### config.mk
export PLATFORM = sky130hd
export DESIGN_NAME = sram_like_arbiter
export DESIGN_NICKNAME = d
export VERILOG_FILES = /design/src/rtl/sram_like_arbiter.sv
export SDC_FILE = /design/constraint.sdc
export NUM_CORES = 1
export LEC_CHECK = 0
export BUFFER_PORTS_ARGS = -buffer_cell sky130_fd_sc_hd__buf_2
export CORE_AREA = 2 2 113 115
export DETAILED_ROUTE_END_ITERATION = 8
export DIE_AREA = 0 0 115 117
export GPL_TIMING_DRIVEN = 0
export SLEW_MARGIN = 20
export SYNTH_ARGS = -nofsm -noshare
export SYNTH_HDL_FRONTEND = slang
export SYNTH_SLANG_ARGS = --single-unit
export TNS_END_PERCENT = 30
### constraint.sdc
create_clock -name clk -period 2.85 [get_ports clk]
set_input_delay 0.285 -clock clk [delete_from_list [all_inputs] [get_ports clk]]
set_output_delay 0.285 -clock clk [all_outputs]
set_load 0.05 [all_outputs]
### src/rtl/sram_like_arbiter.sv
// N-channel SRAM-like arbiter: merges master ports onto one slave port and routes
// each in-order response back to its issuing channel through an ID FIFO.
module sram_like_arbiter #(
    parameter int NUM_CH   = 2,
    parameter int MAX_OUT  = 4,
    parameter int ADDR_W   = 32,
    parameter int DATA_W   = 32,
    parameter int ARB_MODE = 0
) (
    input  logic                         clk,
    input  logic                         resetn,
    input  logic [NUM_CH-1:0]            m_req,
    input  logic [NUM_CH-1:0]            m_wr,
    input  logic [2*NUM_CH-1:0]          m_size,
    input  logic [(DATA_W/8)*NUM_CH-1:0] m_wstrb,
    input  logic [ADDR_W*NUM_CH-1:0]     m_addr,
    input  logic [DATA_W*NUM_CH-1:0]     m_wdata,
    output logic [NUM_CH-1:0]            m_addr_ok,
    output logic [NUM_CH-1:0]            m_data_ok,
    output logic [DATA_W-1:0]            m_rdata,
    output logic                         s_req,
    output logic                         s_wr,
    output logic [1:0]                   s_size,
    output logic [DATA_W/8-1:0]          s_wstrb,
    output logic [ADDR_W-1:0]            s_addr,
    output logic [DATA_W-1:0]            s_wdata,
    input  logic                         s_addr_ok,
    input  logic                         s_data_ok,
    input  logic [DATA_W-1:0]            s_rdata,
    output logic [$clog2(MAX_OUT):0]     outstanding,
    output logic                         err_unexp
);

    localparam int CH_W   = (NUM_CH > 1) ? $clog2(NUM_CH) : 1;
    localparam int PTR_W  = $clog2(MAX_OUT);
    localparam int STRB_W = DATA_W / 8;
    localparam logic [PTR_W:0] FULL_CNT = (PTR_W + 1)'(MAX_OUT);

    logic              lock;
    logic [CH_W-1:0]   lock_ch;
    logic [CH_W-1:0]   rr_ptr;
    logic              grant_vld;
    logic [CH_W-1:0]   grant_ch;
    logic              full;
    logic              hs;
    logic              pop;
    logic [CH_W-1:0]   id_mem [MAX_OUT];
    logic [PTR_W-1:0]  wr_ptr;
    logic [PTR_W-1:0]  rd_ptr;
    logic [PTR_W:0]    count;
    logic [CH_W-1:0]   head_ch;

    // k-th candidate in search order: from 0 in fixed mode, from rr_ptr in round-robin.
    function automatic logic [CH_W-1:0] pick_idx(input logic [CH_W-1:0] start, input int k);
        int base;
        base = (ARB_MODE == 1) ? int'(start) : 0;
        return CH_W'((base + k) % NUM_CH);
    endfunction

    always_comb begin
        // NOTE: every combinational output gets a default first so no path can infer a latch.
        grant_vld = 1'b0;
        grant_ch  = '0;
        if (lock) begin
            grant_vld = m_req[lock_ch];
            grant_ch  = lock_ch;
        end else begin
            for (int k = 0; k < NUM_CH; k++) begin
                if (!grant_vld && m_req[pick_idx(rr_ptr, k)]) begin
                    grant_vld = 1'b1;
                    grant_ch  = pick_idx(rr_ptr, k);
                end
            end
        end
    end

    assign full    = (count == FULL_CNT);
    assign s_req   = resetn & grant_vld & ~full;
    assign hs      = s_req & s_addr_ok;
    assign pop     = s_data_ok & (count != '0);
    assign head_ch = id_mem[rd_ptr];

    always_comb begin
        m_addr_ok = '0;
        m_data_ok = '0;
        if (hs)  m_addr_ok[grant_ch] = 1'b1;
        if (pop) m_data_ok[head_ch]  = 1'b1;
    end

    assign s_wr    = s_req & m_wr[grant_ch];
    assign s_size  = s_req ? m_size[grant_ch*2 +: 2]            : '0;
    assign s_wstrb = s_req ? m_wstrb[grant_ch*STRB_W +: STRB_W] : '0;
    assign s_addr  = s_req ? m_addr[grant_ch*ADDR_W +: ADDR_W]  : '0;
    assign s_wdata = s_req ? m_wdata[grant_ch*DATA_W +: DATA_W] : '0;

    assign m_rdata     = s_rdata;
    assign outstanding = count;

    // NOTE: sequential state uses non-blocking assignments so every register samples pre-edge values.
    always_ff @(posedge clk or negedge resetn) begin
        if (!resetn) begin
            lock      <= 1'b0;
            lock_ch   <= '0;
            rr_ptr    <= '0;
            wr_ptr    <= '0;
            rd_ptr    <= '0;
            count     <= '0;
            err_unexp <= 1'b0;
        end else begin
            // Lock keeps the slave-side request stable until the slave accepts it.
            if (hs) begin
                lock <= 1'b0;
            end else if (s_req) begin
                lock    <= 1'b1;
                lock_ch <= grant_ch;
            end else if (lock && !m_req[lock_ch]) begin
                lock <= 1'b0;
            end

            if (hs)  wr_ptr <= wr_ptr + 1'b1;
            if (pop) rd_ptr <= rd_ptr + 1'b1;

            case ({hs, pop})
                2'b10:   count <= count + 1'b1;
                2'b01:   count <= count - 1'b1;
                default: count <= count;
            endcase

            if (hs && ARB_MODE == 1)
                rr_ptr <= (grant_ch == CH_W'(NUM_CH - 1)) ? '0 : grant_ch + 1'b1;

            if (s_data_ok && count == '0) err_unexp <= 1'b1;
        end
    end

    // NOTE: ID storage is deliberately not reset; an entry is only read while count covers it.
    always_ff @(posedge clk) begin
        if (hs) id_mem[wr_ptr] <= grant_ch;
    end

endmodule

=== After elaboration in Yosys (flattened, before gate mapping) ===
Memories as Yosys holds them, arrays and structs flattened.
Index checks and enable logic that the tools add are counted.

* Bits in read-only memories: 0
* Output and inout port bits: 112
* Input port bits: 180
* Word-level logic and storage cells: 68
* Register bits after elaboration: 10
* Bits in latches: 0
* Memories: 1
* Memory bits (writable): 4

{| class="wikitable"
|+ Memories
! memory !! words !! bits a word !! read ports !! clocked after Yosys merged registers in !! write ports !! RTL line !! source
|-
| id_mem || 4 || 1 || 1 || 0 || 1 || 47 || <nowiki>logic [CH_W-1:0] id_mem [MAX_OUT];</nowiki>
|}

* $lt $le $gt $ge: 5
* Divide/modulo/power cells: 0
* $mul: 0
* $add $sub $neg: 4
* Shift-type cells: 4
* Mux-type cells: 26
* Reductions and logical operators: 12
* Eq/ne operators: 3
* Bitwise gates (word level): 7

{| class="wikitable"
|+ Operators with widths
! operator !! number
|-
| $shiftx A64 B7 Y32 || 2
|-
| $mux W32 || 2
|-
| $mux W1 || 17
|-
| $shiftx A8 B4 Y4 || 1
|-
| $lt A1 B2 Y1 const B || 3
|-
| $mux W2 || 3
|-
| $pmux W3 S2 || 1
|-
| $reduce_bool A3 Y1 || 2
|-
| $and A1 B1 Y1 || 5
|-
| $logic_and A1 B1 Y1 || 5
|-
| $add A2 B1 Y2 const B || 2
|-
| $mux W4 || 1
|-
| $shiftx A4 B3 Y2 || 1
|-
| $add A3 B1 Y3 const B || 1
|-
| $eq A3 B3 Y1 const B || 1
|-
| $logic_not A3 Y1 || 1
|-
| $sub A3 B1 Y3 const B || 1
|-
| $demux W1 S1 || 2
|-
| $eq A2 B1 Y1 const B || 1
|-
| $eq A2 B2 Y1 const B || 1
|-
| $ge A1 B1 Y1 const B || 2
|-
| $logic_not A1 Y1 || 2
|-
| $not A1 Y1 || 2
|-
| $reduce_and A2 Y1 || 1
|-
| $reduce_bool A2 Y1 || 1
|}

=== Longest topological paths before layout ===
Gate-level depths: netlist of the first run.

* Depth after elaboration: 11
* Mapped depth: 10
* Depth with buffers taken out: 10

=== Least setup slack after synthesis of the first run ===
OpenSTA, ideal clock, no wires.

* Path type: register to output
* From: register count[2], in the netlist outstanding[2]
* To: output s_addr[0]
* Path slack: 0.337 ns
* Arrival: 2.228 ns
* Stages on the path, launching flop included: 6
* Required time: 2.565 ns
* Path through: dfrtp_1 nor3b_1 a2111o_1 buf_2 buf_2 a21oi_1

* Cells in the longest elaborated chain, start to end: 4

{| class="wikitable"
|+ Ends and longest elaborated chain
! element !! RTL line !! source
|-
| from (decl) || 50 || <nowiki>logic [PTR_W:0] count;</nowiki>
|-
| from (signal assigned) || 124 || <nowiki>2'b10: count <= count + 1'b1;</nowiki>
|-
| from (signal assigned) || 125 || <nowiki>2'b01: count <= count - 1'b1;</nowiki>
|-
| from (signal assigned) || 126 || <nowiki>default: count <= count;</nowiki>
|-
| $eq A3 B3 Y1 || 77 || <nowiki>assign full = (count == FULL_CNT);</nowiki>
|-
| $not A1 Y1 || 78 || <nowiki>assign s_req = resetn & grant_vld & ~full;</nowiki>
|-
| $and A1 B1 Y1 || 78 ||
|-
| $mux W32 || 93 || <nowiki>assign s_addr = s_req ? m_addr[grant_ch*ADDR_W +: ADDR_W] : '0;</nowiki>
|-
| to (decl) || 25 || <nowiki>output logic [ADDR_W-1:0] s_addr,</nowiki>
|}

Every way passes these cells.

=== Final worst setup path of the first run ===
* From: register lock_ch
* To: output s_wr

* Cells in the longest elaborated chain, start to end: 6

{| class="wikitable"
|+ Ends and longest elaborated chain
! element !! RTL line !! source
|-
| from (decl) || 40 || <nowiki>logic [CH_W-1:0] lock_ch;</nowiki>
|-
| from (signal assigned) || 115 || <nowiki>lock_ch <= grant_ch;</nowiki>
|-
| $mux W1 (not written as such) (2 in a row) || 65 || <nowiki>grant_vld = m_req[lock_ch];</nowiki>
|-
| $mux W1 || 64 || <nowiki>if (lock) begin</nowiki>
|-
| $and A1 B1 Y1 (2 in a row) || 78 ||
|-
| $and A1 B1 Y1 * || 90 || <nowiki>assign s_wr = s_req & m_wr[grant_ch];</nowiki>
|-
| to (decl) || 22 || <nowiki>output logic s_wr,</nowiki>
|}

Every way passes the cells marked *; elsewhere a longest branch is shown, timed or not. The select of a mux whose other input is x is not followed.

==> run summary, run 1 <==
PLACED DESIGN
--------------------------------------------------------------------------------------------------
Last weighted congestion value of the routability-driven placer                              0.750
Post-placement setup slack                                                                0.347 ns
Post-Place Cells                                                                               742
Input/output buffers                                                                           259
Detailed placer's ending HPWL                                                              7.86 mm

FLOORPLAN
--------------------------------------------------------------------------------------------------
Die X                                                                                       115 um
I/O pin count                                                                                  292
Effective utilization at floorplan                                                           16.1%
Vert. Die Dim                                                                               117 um
Die Footprint                                                                          13500 sq um
Cell Rows                                                                                       41
Placeable Area                                                                         12300 sq um

PWR
--------------------------------------------------------------------------------------------------
Leak pwr                                                                                   2.14 nW
Worst voltage drop across the vdd grid                                                    0.269 mV
Power per unit of standard cell area                                                   769 nW/um^2

CRITICAL PATH
--------------------------------------------------------------------------------------------------
Worst EP required                                                                          2.57 ns
Setup crit end kind                                                                   primary output
Worst Path Max Fanout                                                                           10
Setup Crit Path Kind                                                                       reg2out
Crit path DAT                                                                              2.24 ns
Critical path launch point type                                                          flip-flop

TIMING
--------------------------------------------------------------------------------------------------
Count of endpoints failing setup in the final report                                             0
Worst Slack Setup Final                                                                   0.328 ns
Final Hold Vio Count                                                                             0
Clock Skews                                                                            0.000806 ns
Max Clock Freq                                                                             397 MHz
TNS Setup                                                                                     0 ns
Worst slew slack as a fraction of its limit                                                  64.4%
Unrepaired setup endpoints after global routing                                              false
Final cycle utilization of the critical path                                                 88.5%
Slew of the pin with the lowest slew margin                                               0.534 ns
Minimum period implied by the final worst setup slack                                      2.52 ns
Number of pins with negative max-slew slack in the final report                                  0

LAYOUT
--------------------------------------------------------------------------------------------------
Relative area change from synthesis to final layout                                          79.6%
Fraction of final layout cells with drive strength greater than 1                            51.9%
Final non-filler cell total                                                                    747
Total of fill cells in the finished design                                                    1435
Number of antenna diodes                                                                         0
Number of nets in the layout                                                                   784
Util after Layout                                                                            28.9%

LOGIC SYNTHESIS
--------------------------------------------------------------------------------------------------
Cell types occupying the most area after synthesis                                    nand2_1 28%, a21oi_1 18%, dfrtp_1 13%
Part of the Yosys area used for sequential elements                                          18.7%
Library cell with the largest summed area after synthesis                                  nand2_1
Combined area of all synthesized cells                                                  1980 sq um
Mapped Cells                                                                                   333
Post-synthesis average cell area                                                        5.94 sq um
Synth Net Count                                                                                519
Number of different library cells in the post-synthesis netlist                                 30
Syn. warnings                                                                                    0
Synthesized flop and latch total                                                                14
Area fraction of the dominant cell type after synthesis                                      27.5%

CLOCK NETWORK
--------------------------------------------------------------------------------------------------
Number of buffers added by the clock tree synthesis step                                         3
Number of buffers between clock root and the deepest sink                                        2
Clock tree from TritonCTS                                                                     done
CTS Sinks                                                                                       14
Clock transition time at the flip-flop clock pins of the worst setup and hold paths        0.04 ns
Cell chosen for the clock root                                                           clkbuf_16
Clock Latency Late Sink                                                                    0.24 ns
Level count of the clock H-tree                                                                  1
Setup repair bufs after CTS                                                                      0

OUTCOME
--------------------------------------------------------------------------------------------------
Run status                                                                               completed

DRT
--------------------------------------------------------------------------------------------------
Detail-routed via count per cell                                                              4.07
DRC violation count after routing                                                                0
First DRT Iteration DRCs                                                                       103
DRT antenna net count                                                                            0
Routed WL per cell                                                                         12.8 um
DRT Pass-1 Iters                                                                                 4
Total Routed Length                                                                        9.59 mm
Number of vias after detailed routing                                                         3042

GLOBAL ROUTE
--------------------------------------------------------------------------------------------------
Vias in the first global route                                                                2655
GRT Util Overall                                                                             12.4%
GRT Residual Overflow                                                                            0
Global-route wire length before repair                                                     13.3 mm
Largest net degree at the start of global routing                                               14
Number of antenna violations at the first check in global routing                                0

HOLD PATH
--------------------------------------------------------------------------------------------------
Worst hold-check path type                                                                  in2reg

JOB
--------------------------------------------------------------------------------------------------
Max-cap check violation count                                                                    0

cells in the final DEF (no fill, tap or decap):
master,netlist,routed
o211a_1,1,1
inv_2,2,2
xnor2_1,4,4
buf_2,9,268
a2111o_1,1,1
nand2_1,145,145
ha_1,5,5
fa_1,1,1
and2_1,1,1
clkbuf_2,0,2
buf_1,1,1
a21oi_1,72,72
nor3b_1,1,1
o21ai_0,1,1
nor3_1,1,1
buf_4,32,32
clkinv_1,0,1
o21a_1,1,1
mux2_4,1,1
and3_1,4,4
nand2_4,1,1
nor2_1,6,6
edfxtp_1,4,4
dfrtp_1,10,10
dlygate4sd3_1,0,1
o31ai_1,1,1
xor2_1,2,2
nand2b_1,2,2
a21o_1,1,1
clkbuf_16,0,3
clkbuf_1,13,11
mux2i_1,2,2
mux4_2,1,1
inv_1,7,7
synth_stat cells:
library cell and instances:
xor2_1 2, o211a_1 1, fa_1 1, a21o_1 1, nand2b_1 2, o21a_1 1, mux2_4 1, and2_1 1
o31ai_1 1, nor2_1 6, edfxtp_1 4, a21oi_1 72, inv_2 2, buf_4 32, mux4_2 1, mux2i_1 2
nor3b_1 1, buf_2 9, ha_1 5, and3_1 4, buf_1 1, nand2_1 145, inv_1 7, nor3_1 1
o21ai_0 1, a2111o_1 1, xnor2_1 4, dfrtp_1 10, clkbuf_1 13, nand2_4 1
kinds of logic after synthesis:
group | Yosys count | synth area share [%]
buffers and inverters | 64 | 18.8
xor gates and xnor gates | 6 | 2.66
DFF | 14 | 18.7
muxes | 4 | 2.91
AOI/OAI and AO/OA | 78 | 20.7
adders and majority gates | 6 | 4.17
and+or+nand+nor | 161 | 32.1
repair_timing:
action	in CTS	in global routing
hold buffers	1	0
gates resized for setup	0	4
hold endpoints to repair	10	0
setup endpoints to repair	0	2
layer usage:
layer	part of all wire, %	vias to the layer above	GRT usage [%]
li1	-	1571	-
met1	45	1317	17.0
met2	49	148	22.1
met3	6.1	6	1.29
met4	0.41	0	0.723
met5	0	-	0
flip-flops by register name (all words and copies together), names as in the netlist:
name         cells
err_unexp        1
id_mem           4
lock             1
lock_ch          1
outstanding      3
rd_ptr           2
wr_ptr           2
area by class of cell:
cell class	count	area (sq um)	area share (%)
repair buffers	260	1310	36.8
multi-input cells	255	1240	34.8
flip-flops and latches	14	370	10.4
plain buffers	55	340	9.58
well taps	150	188	5.28
clock buffers	3	75.1	2.11
inverters	9	33.8	0.951
clock inverters	1	3.75	0.106
path summary, 6_finish.rpt:
check	from	endpoint	slack (ns)	depth (start not counted)
max	lock_ch$_DFFE_PN0P_	s_wr	0.33	6
min	s_data_ok	err_unexp$_DFFE_PN0P_	0.26	2
max reg2reg	outstanding[0]$_DFFE_PN0P_	outstanding[2]$_DFFE_PN0P_	0.66	10
min reg2reg	err_unexp$_DFFE_PN0P_	err_unexp$_DFFE_PN0P_	0.45	1
max in group asynchronous	resetn	rd_ptr[1]$_DFFE_PN0P_	1.99	2
min in group asynchronous	resetn	lock_ch$_DFFE_PN0P_	0.55	2
report_power, final:
group	internal [mW]	total [mW]	switching [mW]
registers	0.289	0.367	0.0776
clock network	0.185	0.259	0.0741
logic	0.558	2.11	1.55
worst max-delay path, stage by stage, from the launching register on:
cell and delay (ns):
dfrtp_1 0.40, mux2i_1 0.15, a2111o_1 0.44, buf_2 0.22, buf_2 0.25, a21oi_1 0.20
buf_2 0.32
metrics by stage:
step / power (mW) / instance area (sq um) / hold WS, ns
finish: 2.73 / 3550 / 0.258
detailed placement: 2.49 / 3460 / 0.163
global route: 2.92 / 3550 / 0.263
floorplan: 1.95 / 1980 / -0.0106
global placement: 2.49 / 3460 / 0.165
CTS: 2.76 / 3550 / 0.256
Note: power is estimated with default switching activity, not from simulation.
==> run 2: changes to the inputs <==
--- a/config.mk
+++ b/config.mk
@@ -6,10 +6,14 @@
 export NUM_CORES = 1
 export LEC_CHECK = 0
 export BUFFER_PORTS_ARGS = -buffer_cell sky130_fd_sc_hd__buf_2
-export CORE_AREA = 2 2 113 115
+export CELL_PAD_IN_SITES_DETAIL_PLACEMENT = 1
+export CELL_PAD_IN_SITES_GLOBAL_PLACEMENT = 1
+export CORE_ASPECT_RATIO = 0.6
+export CORE_MARGIN = 1
+export CORE_UTILIZATION = 17
 export DETAILED_ROUTE_END_ITERATION = 8
-export DIE_AREA = 0 0 115 117
 export GPL_TIMING_DRIVEN = 0
+export PLACE_DENSITY_LB_ADDON = 0.1
 export SLEW_MARGIN = 20
 export SYNTH_ARGS = -nofsm -noshare
 export SYNTH_HDL_FRONTEND = slang
==> run 2 against run 1 <==
Compared with the run above: critical path type is now in2out; largest power group unchanged; global-route usage rose by 4.2 points; die area fell by 10%; highest routed layer unchanged; first-iteration DRC count fell by 9.7%; via count rose by 2.2%; critical endpoint is now s_wdata[30].
==> run summary, run 2 (synthesis results as in run 1) <==
TIMING
--------------------------------------------------------------------------------------------------
Unrepaired setup endpoints after global routing                                              false   unchanged
Max Clock Freq                                                                             371 MHz   was 397 MHz
Minimum period implied by the final worst setup slack                                      2.70 ns   was 2.52 ns
Final cycle utilization of the critical path                                                 94.6%   was 88.5%
Number of pins with negative max-slew slack in the final report                                  0   unchanged
Worst slew slack as a fraction of its limit                                                  62.1%   was 64.4%
Count of endpoints failing setup in the final report                                             0   unchanged
TNS Setup                                                                                     0 ns   unchanged
Slew of the pin with the lowest slew margin                                               0.568 ns   was 0.534 ns
Clock Skews                                                                             0.00139 ns   was 0.000806 ns
Final Hold Vio Count                                                                             0   unchanged

FLOORPLAN
--------------------------------------------------------------------------------------------------
I/O pin count                                                                                  292   unchanged
Die X                                                                                       141 um   was 115 um
Die Footprint                                                                          12100 sq um   was 13500 sq um
Placeable Area                                                                         11300 sq um   was 12300 sq um
Vert. Die Dim                                                                              85.6 um   was 117 um
Cell Rows                                                                                       30   was 41
Effective utilization at floorplan                                                           17.5%   was 16.1%

CLOCK NETWORK
--------------------------------------------------------------------------------------------------
Number of buffers between clock root and the deepest sink                                        2   unchanged
Clock transition time at the flip-flop clock pins of the worst setup and hold paths        0.05 ns   was 0.04 ns
Number of buffers added by the clock tree synthesis step                                         3   unchanged
Clock Latency Late Sink                                                                    0.24 ns   about the same
Cell chosen for the clock root                                                           clkbuf_16   unchanged
CTS Sinks                                                                                       14   unchanged
Clock tree from TritonCTS                                                                     done   unchanged
Setup repair bufs after CTS                                                                      0   unchanged
Level count of the clock H-tree                                                                  1   unchanged

DRT
--------------------------------------------------------------------------------------------------
First DRT Iteration DRCs                                                                        93   was 103
Highest signal layer in the routed design                                                     met4   unchanged
Number of vias after detailed routing                                                         3109   was 3042
Routed WL per cell                                                                         14.3 um   was 12.8 um
M1 WL                                                                                      4.48 mm   was 4.27 mm
Detail-routed via count per cell                                                              4.11   was 4.07
DRT antenna net count                                                                            0   unchanged
DRC violation count after routing                                                                0   unchanged
Total Routed Length                                                                        10.8 mm   was 9.59 mm
DRT Pass-1 Iters                                                                                 4   unchanged
Routed length on met2                                                                      5.47 mm   was 4.68 mm
Total length of routed met3 wires                                                           848 um   was 589 um

LAYOUT
--------------------------------------------------------------------------------------------------
Most common cell after layout, fill and taps aside                                           buf_2   unchanged
Relative area change from synthesis to final layout                                          80.4%   was 79.6%
Util after Layout                                                                            31.6%   was 28.9%
Flip-flop count of the largest register, all copies and words added                              4   unchanged
Number of antenna diodes                                                                         0   unchanged
Largest reg by FF count                                                                     id_mem   unchanged
Commonest cells after routing, fill and taps aside                                    266 x buf_2, 145 x nand2_1, 72 x a21oi_1, 33 x buf_4, 13 x clkbuf_1   was 268 x buf_2, 145 x nand2_1, 72 x a21oi_1, 32 x buf_4, 11 x clkbuf_1
Number of nets in the layout                                                                   784   unchanged
Total of fill cells in the finished design                                                    1577   was 1435
Fraction of final layout cells with drive strength greater than 1                            51.6%   was 51.9%

GLOBAL ROUTE
--------------------------------------------------------------------------------------------------
Largest net degree at the start of global routing                                               14   unchanged
Vias in the first global route                                                                3109   was 2655
GRT Util Overall                                                                             16.6%   was 12.4%
Number of antenna violations at the first check in global routing                                0   unchanged
GRT Residual Overflow                                                                            0   unchanged
Global-route wire length before repair                                                     16.0 mm   was 13.3 mm

HOLD PATH
--------------------------------------------------------------------------------------------------
Number of stages on the worst hold path                                                          2   unchanged
Hold Path Sink                                                                        err_unexp$_DFFE_PN0P_   unchanged
Worst hold-check path type                                                                  in2reg   unchanged
Launch instance of the worst min-delay path                                              s_data_ok   unchanged

PLACED DESIGN
--------------------------------------------------------------------------------------------------
Detailed placer's ending HPWL                                                              9.30 mm   was 7.86 mm
Last weighted congestion value of the routability-driven placer                              0.811   was 0.750
Input/output buffers                                                                           259   unchanged

CRITICAL PATH
--------------------------------------------------------------------------------------------------
Critical path's largest stage delay                                                        0.54 ns   was 0.44 ns
Start of the worst register-to-register path                                          outstanding[1]$_DFFE_PN0P_   was outstanding[0]$_DFFE_PN0P_
Critical path, cell by cell                                                           dlygate4sd3_1, clkbuf_4, inv_1, a2111o_1, buf_2, buf_2, a21oi_1, buf_2   was mux2i_1, a2111o_1, buf_2, buf_2, a21oi_1, buf_2
Cell repeated most along the worst path                                                      buf_2   unchanged
Library cell contributing the largest single delay on the critical path               dlygate4sd3_1   was a2111o_1
Slack of the worst reg-to-reg path                                                         0.56 ns   was 0.66 ns
Setup Crit Path Kind                                                                        in2out   was reg2out
Worst Setup SP                                                                              resetn   was lock_ch$_DFFE_PN0P_
Critical path launch point type                                                       primary input   was flip-flop
R2R depth                                                                                       10   unchanged
Worst EP required                                                                          2.57 ns   about the same
Worst Path Max Fanout                                                                           11   was 10
Setup crit end kind                                                                   primary output   unchanged
Crit path DAT                                                                              2.41 ns   was 2.24 ns
RR Endpoint                                                                           outstanding[2]$_DFFE_PN0P_   unchanged

PWR
--------------------------------------------------------------------------------------------------
Leak pwr                                                                                   2.14 nW   about the same
Power per unit of standard cell area                                                   772 nW/um^2   was 769 nW/um^2
Worst voltage drop across the vdd grid                                                    0.293 mV   was 0.269 mV

JOB
--------------------------------------------------------------------------------------------------
Max-cap check violation count                                                                    0   unchanged

OUTCOME
--------------------------------------------------------------------------------------------------
Run status                                                                               completed   unchanged

## run 2: changes by cell type in the layout (fill, tap and decap cells not counted)
cell | previous run | this run
buf_4 | 32 | 33
buf_2 | 268 | 266
clkbuf_2 | 2 | 0
clkbuf_1 | 11 | 13
clkbuf_4 | 0 | 1
## run 2: critical path: cells and delay by family
family / cells / cell delay, ns
AOI/OAI and AO/OA: 2 / 0.56
buffers and inverters: 6 / 1.55
## run 2: final cells by class
type                    count  area (sq um)  share of cell area (%)
plain buffers              55           338                    9.47
repair buffers            260          1310                    36.7
clock inverters             1          3.75                   0.105
flip-flops and latches     14           370                    10.4
inverters                   9          33.8                   0.947
multi-input cells         255          1240                    34.6
well taps                 160           200                    5.61
clock buffers               3          75.1                    2.10
## run 2: worst max path at each step
stage / endpoint / slack (ns) / cells after the start
6_report: s_wdata[30] / 0.15 / 8
5_1_grt: s_addr[5] / 0.01 / 8
3_5_place_dp: s_wdata[30] / 0.51 / 7
2_1_floorplan: s_addr[0] / 0.34 / 5
3_3_place_gp: s_wdata[25] / 0.58 / 7
4_1_cts: s_addr[5] / 0.02 / 8
## run 2: metal layers
| metal | track usage, % | vias up |
|---|---|---|
| li1 | - | 1571 |
| met3 | 3.35 | 2 |
| met2 | 31.1 | 129 |
| met1 | 20.5 | 1407 |
| met4 | 1.19 | 0 |
| met5 | 0 | - |
## run 2: power breakdown
part | internal, mW | switching [mW]
Clock | 0.185 | 0.0802
Combinational | 0.566 | 1.56
Sequential | 0.289 | 0.0772
## run 2: metrics by stage
stage / setup slack, ns / std cells / hold WS (ns) / power, mW / area, sq um
final: 0.154 / 757 / 0.259 / 2.76 / 3570
after global placement: 0.576 / 752 / 0.172 / 2.47 / 3470
after detailed placement: 0.514 / 752 / 0.170 / 2.52 / 3470
after global routing: 0.0109 / 757 / 0.261 / 2.95 / 3570
after floorplan: 0.337 / 333 / -0.0106 / 1.95 / 1980
after CTS: 0.0210 / 757 / 0.260 / 2.80 / 3560
## run 2: what timing repair did
item                                    4_1_cts  5_1_grt
hold buffers                                  1        0
resized for setup                             0        3
hold endpoints to repair                     10        0
endpoints found under the setup margin        0       25
